**src/rtl/mem_arb_if.sv**
```systemverilog
// mem_arb_if: requester, downstream memory and status bundle for mem_arb.
// slave = arbiter view, master = requesters/memory view.
interface mem_arb_if #(
  parameter int NCH = 2,
  parameter int AW  = 32,
  parameter int DW  = 32
) ();
  localparam int MW = DW / 8;

  logic [NCH-1:0]    req_valid;
  logic [NCH-1:0]    req_ready;
  logic [NCH-1:0]    req_wen;
  logic [NCH*AW-1:0] req_addr;
  logic [NCH*DW-1:0] req_wdata;
  logic [NCH*MW-1:0] req_wmask;
  logic [NCH-1:0]    rsp_valid;
  logic [DW-1:0]     rsp_rdata;
  logic              m_req_valid;
  logic              m_req_ready;
  logic              m_wen;
  logic [AW-1:0]     m_addr;
  logic [DW-1:0]     m_wdata;
  logic [MW-1:0]     m_wmask;
  logic              m_rsp_valid;
  logic [DW-1:0]     m_rsp_rdata;
  logic              busy;

  modport slave (
    input  req_valid, req_wen, req_addr,
    input  req_wdata, req_wmask,
    input  m_req_ready, m_rsp_valid, m_rsp_rdata,
    output req_ready, rsp_valid, rsp_rdata,
    output m_req_valid, m_wen, m_addr,
    output m_wdata, m_wmask, busy
  );

  modport master (
    output req_valid, req_wen, req_addr,
    output req_wdata, req_wmask,
    output m_req_ready, m_rsp_valid, m_rsp_rdata,
    input  req_ready, rsp_valid, rsp_rdata,
    input  m_req_valid, m_wen, m_addr,
    input  m_wdata, m_wmask, busy
  );
endinterface

```
**src/rtl/mem_arb.sv**
```systemverilog
// mem_arb: N-channel round-robin arbiter onto one memory port.
// Define MEM_ARB_FIXED_PRIO_EN for fixed priority (lowest index wins).
module mem_arb #(
  parameter int NCH = 2,
  parameter int AW  = 32,
  parameter int DW  = 32
) (
  input logic     clk,
  input logic     rst,
  mem_arb_if.slave bus
);
  localparam int MW = DW / 8;
  localparam int PW = (NCH > 1) ? $clog2(NCH) : 1;

  typedef enum logic [1:0] {
    IDLE, REQ, WAIT, RESP
  } state_t;

  state_t        state_q, state_d;
  logic [PW-1:0] own_q, ptr_q, win;
  logic          found, grant;
  int            idx;
  logic          wen_q;
  logic [AW-1:0] addr_q;
  logic [DW-1:0] wdata_q, rdata_q;
  logic [MW-1:0] wmask_q;

  // Scan channels from the pointer upward with wrap; first valid wins
  always_comb begin
    win   = '0;
    found = 1'b0;
    idx   = 0;
    for (int k = 0; k < NCH; k++) begin
      idx = int'(ptr_q) + k;
      if (idx >= NCH) idx = idx - NCH;
      if (!found && bus.req_valid[idx]) begin
        win   = PW'(idx);
        found = 1'b1;
      end
    end
  end

  // No acceptance while reset is applied, so no handshake is lost
  assign grant = rst && (state_q == IDLE) && found;

  // Next state and handshake outputs
  always_comb begin
    state_d         = state_q;
    bus.req_ready   = '0;
    bus.rsp_valid   = '0;
    bus.m_req_valid = 1'b0;
    bus.busy        = (state_q != IDLE);
    unique case (state_q)
      IDLE: begin
        if (grant) begin
          bus.req_ready = NCH'(1) << win;
          state_d       = REQ;
        end
      end
      REQ: begin
        bus.m_req_valid = 1'b1;
        if (bus.m_req_ready) state_d = WAIT;
      end
      WAIT: begin
        if (bus.m_rsp_valid) state_d = RESP;
      end
      RESP: begin
        bus.rsp_valid = NCH'(1) << own_q;
        state_d       = IDLE;
      end
      default: state_d = IDLE;
    endcase
  end

  // State register
  always_ff @(posedge clk) begin
    if (!rst) state_q <= IDLE;
    else      state_q <= state_d;
  end

  // Latch owner and payload at accept, read data in WAIT
  always_ff @(posedge clk) begin
    if (!rst) begin
      own_q   <= '0;
      wen_q   <= 1'b0;
      addr_q  <= '0;
      wdata_q <= '0;
      wmask_q <= '0;
      rdata_q <= '0;
    end else begin
      if (grant) begin
        own_q   <= win;
        wen_q   <= bus.req_wen[win];
        addr_q  <= bus.req_addr[int'(win)*AW +: AW];
        wdata_q <= bus.req_wdata[int'(win)*DW +: DW];
        wmask_q <= bus.req_wmask[int'(win)*MW +: MW];
      end
      if (state_q == WAIT && bus.m_rsp_valid)
        rdata_q <= bus.m_rsp_rdata;
    end
  end

`ifdef MEM_ARB_FIXED_PRIO_EN
  assign ptr_q = '0;
`else
  // Pointer moves just past the owner once its response is out
  always_ff @(posedge clk) begin
    if (!rst)
      ptr_q <= '0;
    else if (state_q == RESP)
      ptr_q <= (int'(own_q) == NCH - 1) ? '0 : own_q + 1'b1;
  end
`endif

  assign bus.m_wen     = wen_q;
  assign bus.m_addr    = addr_q;
  assign bus.m_wdata   = wdata_q;
  assign bus.m_wmask   = wmask_q;
  assign bus.rsp_rdata = rdata_q;
endmodule

```
**src/flat_wrapper.sv**
```systemverilog
// flat-port wrapper written by rule: the top's interface ports become plain ports
module mem_arb_flat 
#(
  parameter int NCH = 2,
  parameter int AW  = 32,
  parameter int DW  = 32
)
  (clk, rst, bus_req_valid, bus_req_wen, bus_req_addr, bus_req_wdata, bus_req_wmask, bus_m_req_ready, bus_m_rsp_valid, bus_m_rsp_rdata, bus_req_ready, bus_rsp_valid, bus_rsp_rdata, bus_m_req_valid, bus_m_wen, bus_m_addr, bus_m_wdata, bus_m_wmask, bus_busy);
  mem_arb_if #(.NCH(NCH), .AW(AW), .DW(DW)) bus_i ();
  input logic clk;
  input logic rst;
  input wire logic [$bits(bus_i.req_valid)-1:0] bus_req_valid;
  input wire logic [$bits(bus_i.req_wen)-1:0] bus_req_wen;
  input wire logic [$bits(bus_i.req_addr)-1:0] bus_req_addr;
  input wire logic [$bits(bus_i.req_wdata)-1:0] bus_req_wdata;
  input wire logic [$bits(bus_i.req_wmask)-1:0] bus_req_wmask;
  input wire logic [$bits(bus_i.m_req_ready)-1:0] bus_m_req_ready;
  input wire logic [$bits(bus_i.m_rsp_valid)-1:0] bus_m_rsp_valid;
  input wire logic [$bits(bus_i.m_rsp_rdata)-1:0] bus_m_rsp_rdata;
  output wire logic [$bits(bus_i.req_ready)-1:0] bus_req_ready;
  output wire logic [$bits(bus_i.rsp_valid)-1:0] bus_rsp_valid;
  output wire logic [$bits(bus_i.rsp_rdata)-1:0] bus_rsp_rdata;
  output wire logic [$bits(bus_i.m_req_valid)-1:0] bus_m_req_valid;
  output wire logic [$bits(bus_i.m_wen)-1:0] bus_m_wen;
  output wire logic [$bits(bus_i.m_addr)-1:0] bus_m_addr;
  output wire logic [$bits(bus_i.m_wdata)-1:0] bus_m_wdata;
  output wire logic [$bits(bus_i.m_wmask)-1:0] bus_m_wmask;
  output wire logic [$bits(bus_i.busy)-1:0] bus_busy;
  assign bus_i.req_valid = bus_req_valid;
  assign bus_i.req_wen = bus_req_wen;
  assign bus_i.req_addr = bus_req_addr;
  assign bus_i.req_wdata = bus_req_wdata;
  assign bus_i.req_wmask = bus_req_wmask;
  assign bus_i.m_req_ready = bus_m_req_ready;
  assign bus_i.m_rsp_valid = bus_m_rsp_valid;
  assign bus_i.m_rsp_rdata = bus_m_rsp_rdata;
  assign bus_req_ready = bus_i.req_ready;
  assign bus_rsp_valid = bus_i.rsp_valid;
  assign bus_rsp_rdata = bus_i.rsp_rdata;
  assign bus_m_req_valid = bus_i.m_req_valid;
  assign bus_m_wen = bus_i.m_wen;
  assign bus_m_addr = bus_i.m_addr;
  assign bus_m_wdata = bus_i.m_wdata;
  assign bus_m_wmask = bus_i.m_wmask;
  assign bus_busy = bus_i.busy;
  mem_arb #(.NCH(NCH), .AW(AW), .DW(DW)) u_core (.clk(clk), .rst(rst), .bus(bus_i));
endmodule
```
**config.mk**
```make
export PLATFORM = sky130hd
export DESIGN_NAME = mem_arb_flat
export DESIGN_NICKNAME = d
export VERILOG_FILES = /design/src/rtl/mem_arb_if.sv /design/src/rtl/mem_arb.sv /design/src/flat_wrapper.sv
export SDC_FILE = /design/constraint.sdc
export NUM_CORES = 1
export LEC_CHECK = 0
export CORE_UTILIZATION = 40
export DETAILED_ROUTE_END_ITERATION = 16
export PLACE_DENSITY = 0.84
export SETUP_SLACK_MARGIN = 0.05
export SLEW_MARGIN = 15
export SYNTH_ARGS = -nofsm -noshare
export SYNTH_HDL_FRONTEND = slang
export SYNTH_SLANG_ARGS = --single-unit
```
**constraint.sdc**
```tcl
create_clock -name clk -period 2.8 [get_ports clk]
set_input_delay 0.7 -clock clk [delete_from_list [all_inputs] [get_ports clk]]
set_output_delay 0.7 -clock clk [all_outputs]
set_load 0.02 [all_outputs]
```
==> impl_metrics.json, run 1 <==
{
  "clk_pin_slew_worst_paths_ns": 0.07,
  "fin_total_pwr_mw": 5.10,
  "dr.pass1.iters": 5,
  "status": "complete, no violations",
  "ir_drop_v": 0.000329,
  "cts_resized": 1,
  "placedCellCount": 946,
  "grt_max_degree": 147,
  "hold_path.class": "flip-flop to flip-flop",
  "overflow": 0,
  "hpwl_um": 11300,
  "synth_area_per_cell_sq_um": 8.14,
  "track_usage_pct": 27.8,
  "syn_area_sq_mm": 0.00471,
  "cts_setup_buffers": 0,
  "wl_per_cell_um": 17.9,
  "hold_ws_ns": 0.457,
  "viasPerCell": 5.76,
  "synth_seq_cells": 105,
  "synth_nets": 759,
  "tns_ns": 0,
  "cts_buffers": 9,
  "drc": 0,
  "cts_root_buffer": "clkbuf_16",
  "slew_viol_final": 0,
  "start_util_pct": 41.1,
  "critPathCaptureType": "output port",
  "slew_headroom_pct": 44.5,
  "dieArea_sq_mm": 0.0122,
  "grt_pass1_wl_um": 27900,
  "fp.dieH_um": 111,
  "fin_crit_ns": 2.56,
  "core_sq_mm": 0.0115,
  "layout.cells.non_filler": 961,
  "gp_congestion": 0.837,
  "fin_skew_ns": 0.00709,
  "rsz0062_at_grt": "false",
  "fp.dieW_um": 111,
  "area_growth_pct": 63.3,
  "ys_warn_count": 0,
  "crit_type": "flip-flop to output port",
  "antennaDiodeCount": 0,
  "finalHoldViolCount": 0,
  "synthCells": 579,
  "drive_gt1_share_pct": 4.52,
  "drt_wl_total_um": 17200,
  "synth_sequential_area_ratio_pct": 44.6,
  "synthDistinctLibCells": 26,
  "worst_ep_arrival_time_ns": 1.86,
  "grt_pass1_vias": 5316,
  "max_cap_viol_count": 0,
  "io_pins": 283,
  "cp_max_fo": 5,
  "antenna_found_initial": 0,
  "start_kind": "flip-flop",
  "cts_tree": "done",
  "tightest_slew_ns": 0.832,
  "nets": 994,
  "cts_sinks": 105,
  "fin_crit_sh_pct": 91.4,
  "cts_max_path_buffers": 2,
  "cellPowerDensity_mw_per_mm2": 663,
  "drt_iter0_drc": 513,
  "p_leak_nw": 2.56,
  "setup_viol": 0,
  "final_cell_mix": "clkdlybuf4s50_1, nand4_1, nand2_1",
  "port_buffers": 282,
  "drt.antenna.violating_nets": 0,
  "fmax_mhz": 391,
  "num_rows": 39,
  "cp.required_ns": 2.10,
  "htreeDepth": 3,
  "vias": 5539,
  "clk_latency_ns": 0.34,
  "final_common_cell": "clkdlybuf4s50_1",
  "cts_hold_buf": 0
}
[Yosys cell counts]
cell type / instances / area (sq um)
and2_4: 1 / 8.76
buf_1: 1 / 3.75
clkbuf_1: 15 / 56.3
nor2b_1: 2 / 12.5
and2_1: 3 / 18.8
a31oi_1: 69 / 432
nand2_1: 137 / 514
inv_1: 4 / 15.0
buf_2: 40 / 200
o31ai_1: 1 / 7.51
nor2_1: 1 / 3.75
ha_1: 4 / 50.1
dfxtp_1: 105 / 2100
and3_1: 1 / 6.26
buf_6: 15 / 169
nand4_1: 138 / 863
a221o_1: 1 / 10.0
buf_8: 1 / 15.0
a31o_1: 1 / 8.76
o21ai_1: 1 / 5.00
a21oi_1: 33 / 165
inv_2: 1 / 3.75
and3_4: 1 / 11.3
o211ai_2: 1 / 12.5
mux2i_1: 1 / 10.0
nand2b_1: 1 / 6.26
[kinds of logic (layout without fill, tap and decap cells)]
logic type / count (synthesis) / in the layout / share of synthesized area, %
DFF: 105 / 105 / 44.6
adders and majority gates: 4 / 4 / 1.06
and+or+nand+nor: 285 / 285 / 30.7
muxes: 1 / 1 / 0.212
AOI/OAI and AO/OA: 107 / 107 / 13.6
buffers and inverters: 77 / 316 / 9.83
[report_power, final]
group | internal (mW) | total, mW | switching [mW] | leakage [nW]
registers | 1.72 | 1.83 | 0.117 | 0.856
clock network | 0.717 | 1.27 | 0.549 | 0.146
logic | 0.865 | 2.00 | 1.13 | 1.56
[state kept, by name, summed over array words and instances (netlist names)]
name / flops
u_core.ptr_q: 1
u_core.bus.m_wdata: 32
u_core.bus.m_wen: 1
u_core.state_q: 2
u_core.bus.m_addr: 32
u_core.bus.m_wmask: 4
u_core.bus.rsp_rdata: 32
u_core.own_q: 1
[final cells by class]
class                           count  area, sq um
Fill cell                         922         3780
Timing Repair Buffer              296         2930
Multi-Input combinational cell    397         2160
Sequential cell                   105         2100
Clock buffer                       11          243
Tap cell                          143          179
Clock inverter                      4         52.6
Inverter                            5         20.0
[worst max-delay path, stage by stage, from the launching register on]
cell and delay (ns):
dfxtp_1 0.37, inv_1 0.09, ha_1 0.23, buf_4 0.17, inv_1 0.06, clkdlybuf4s50_1 0.60
[per-layer routing]
layer | vias up | global-route usage, % | wire length (um)
met5 | - | 0 | 0
met4 | 0 | 12.4 | 522
met3 | 43 | 6.86 | 1410
met2 | 300 | 46.7 | 8520
met1 | 2582 | 33.6 | 6770
li1 | 2614 | - | -
[worst paths after layout]
| check | from | end | slack, ns | cells past startpoint |
|---|---|---|---|---|
| max | u_core.state_q[0] | bus_busy | 0.24 | 5 |
| max reg2reg | u_core.state_q[0] | u_core.bus.m_wdata[4] | 0.73 | 7 |
| min | u_core.bus.rsp_rdata[31] | u_core.bus.rsp_rdata[31] | 0.46 | 2 |
| min reg2reg | u_core.bus.rsp_rdata[31] | u_core.bus.rsp_rdata[31] | 0.46 | 2 |
[per-stage QoR]
stage	util, %	area, sq um	setup WS (ns)
global placement	64.5	7400	-0.0364
CTS	67.1	7690	0.218
global route	67.1	7690	0.173
finish	67.1	7690	0.241
detailed placement	64.5	7400	-0.0289
floorplan	-	4710	0.687
No activity file was read; power rests on OpenSTA's default activity.
==> run 2: changes to the inputs <==
- CTS_CLUSTER_SIZE: not set -> 8
==> results of run 2 <==
The final DEF is identical to that of run 1; final timing and power are the same.
==> run 3: changes to the inputs <==
- ABC_CLOCK_PERIOD_IN_PS: not set -> 2800
==> results of run 3 <==
The final DEF is identical to that of run 1; final timing and power are the same.
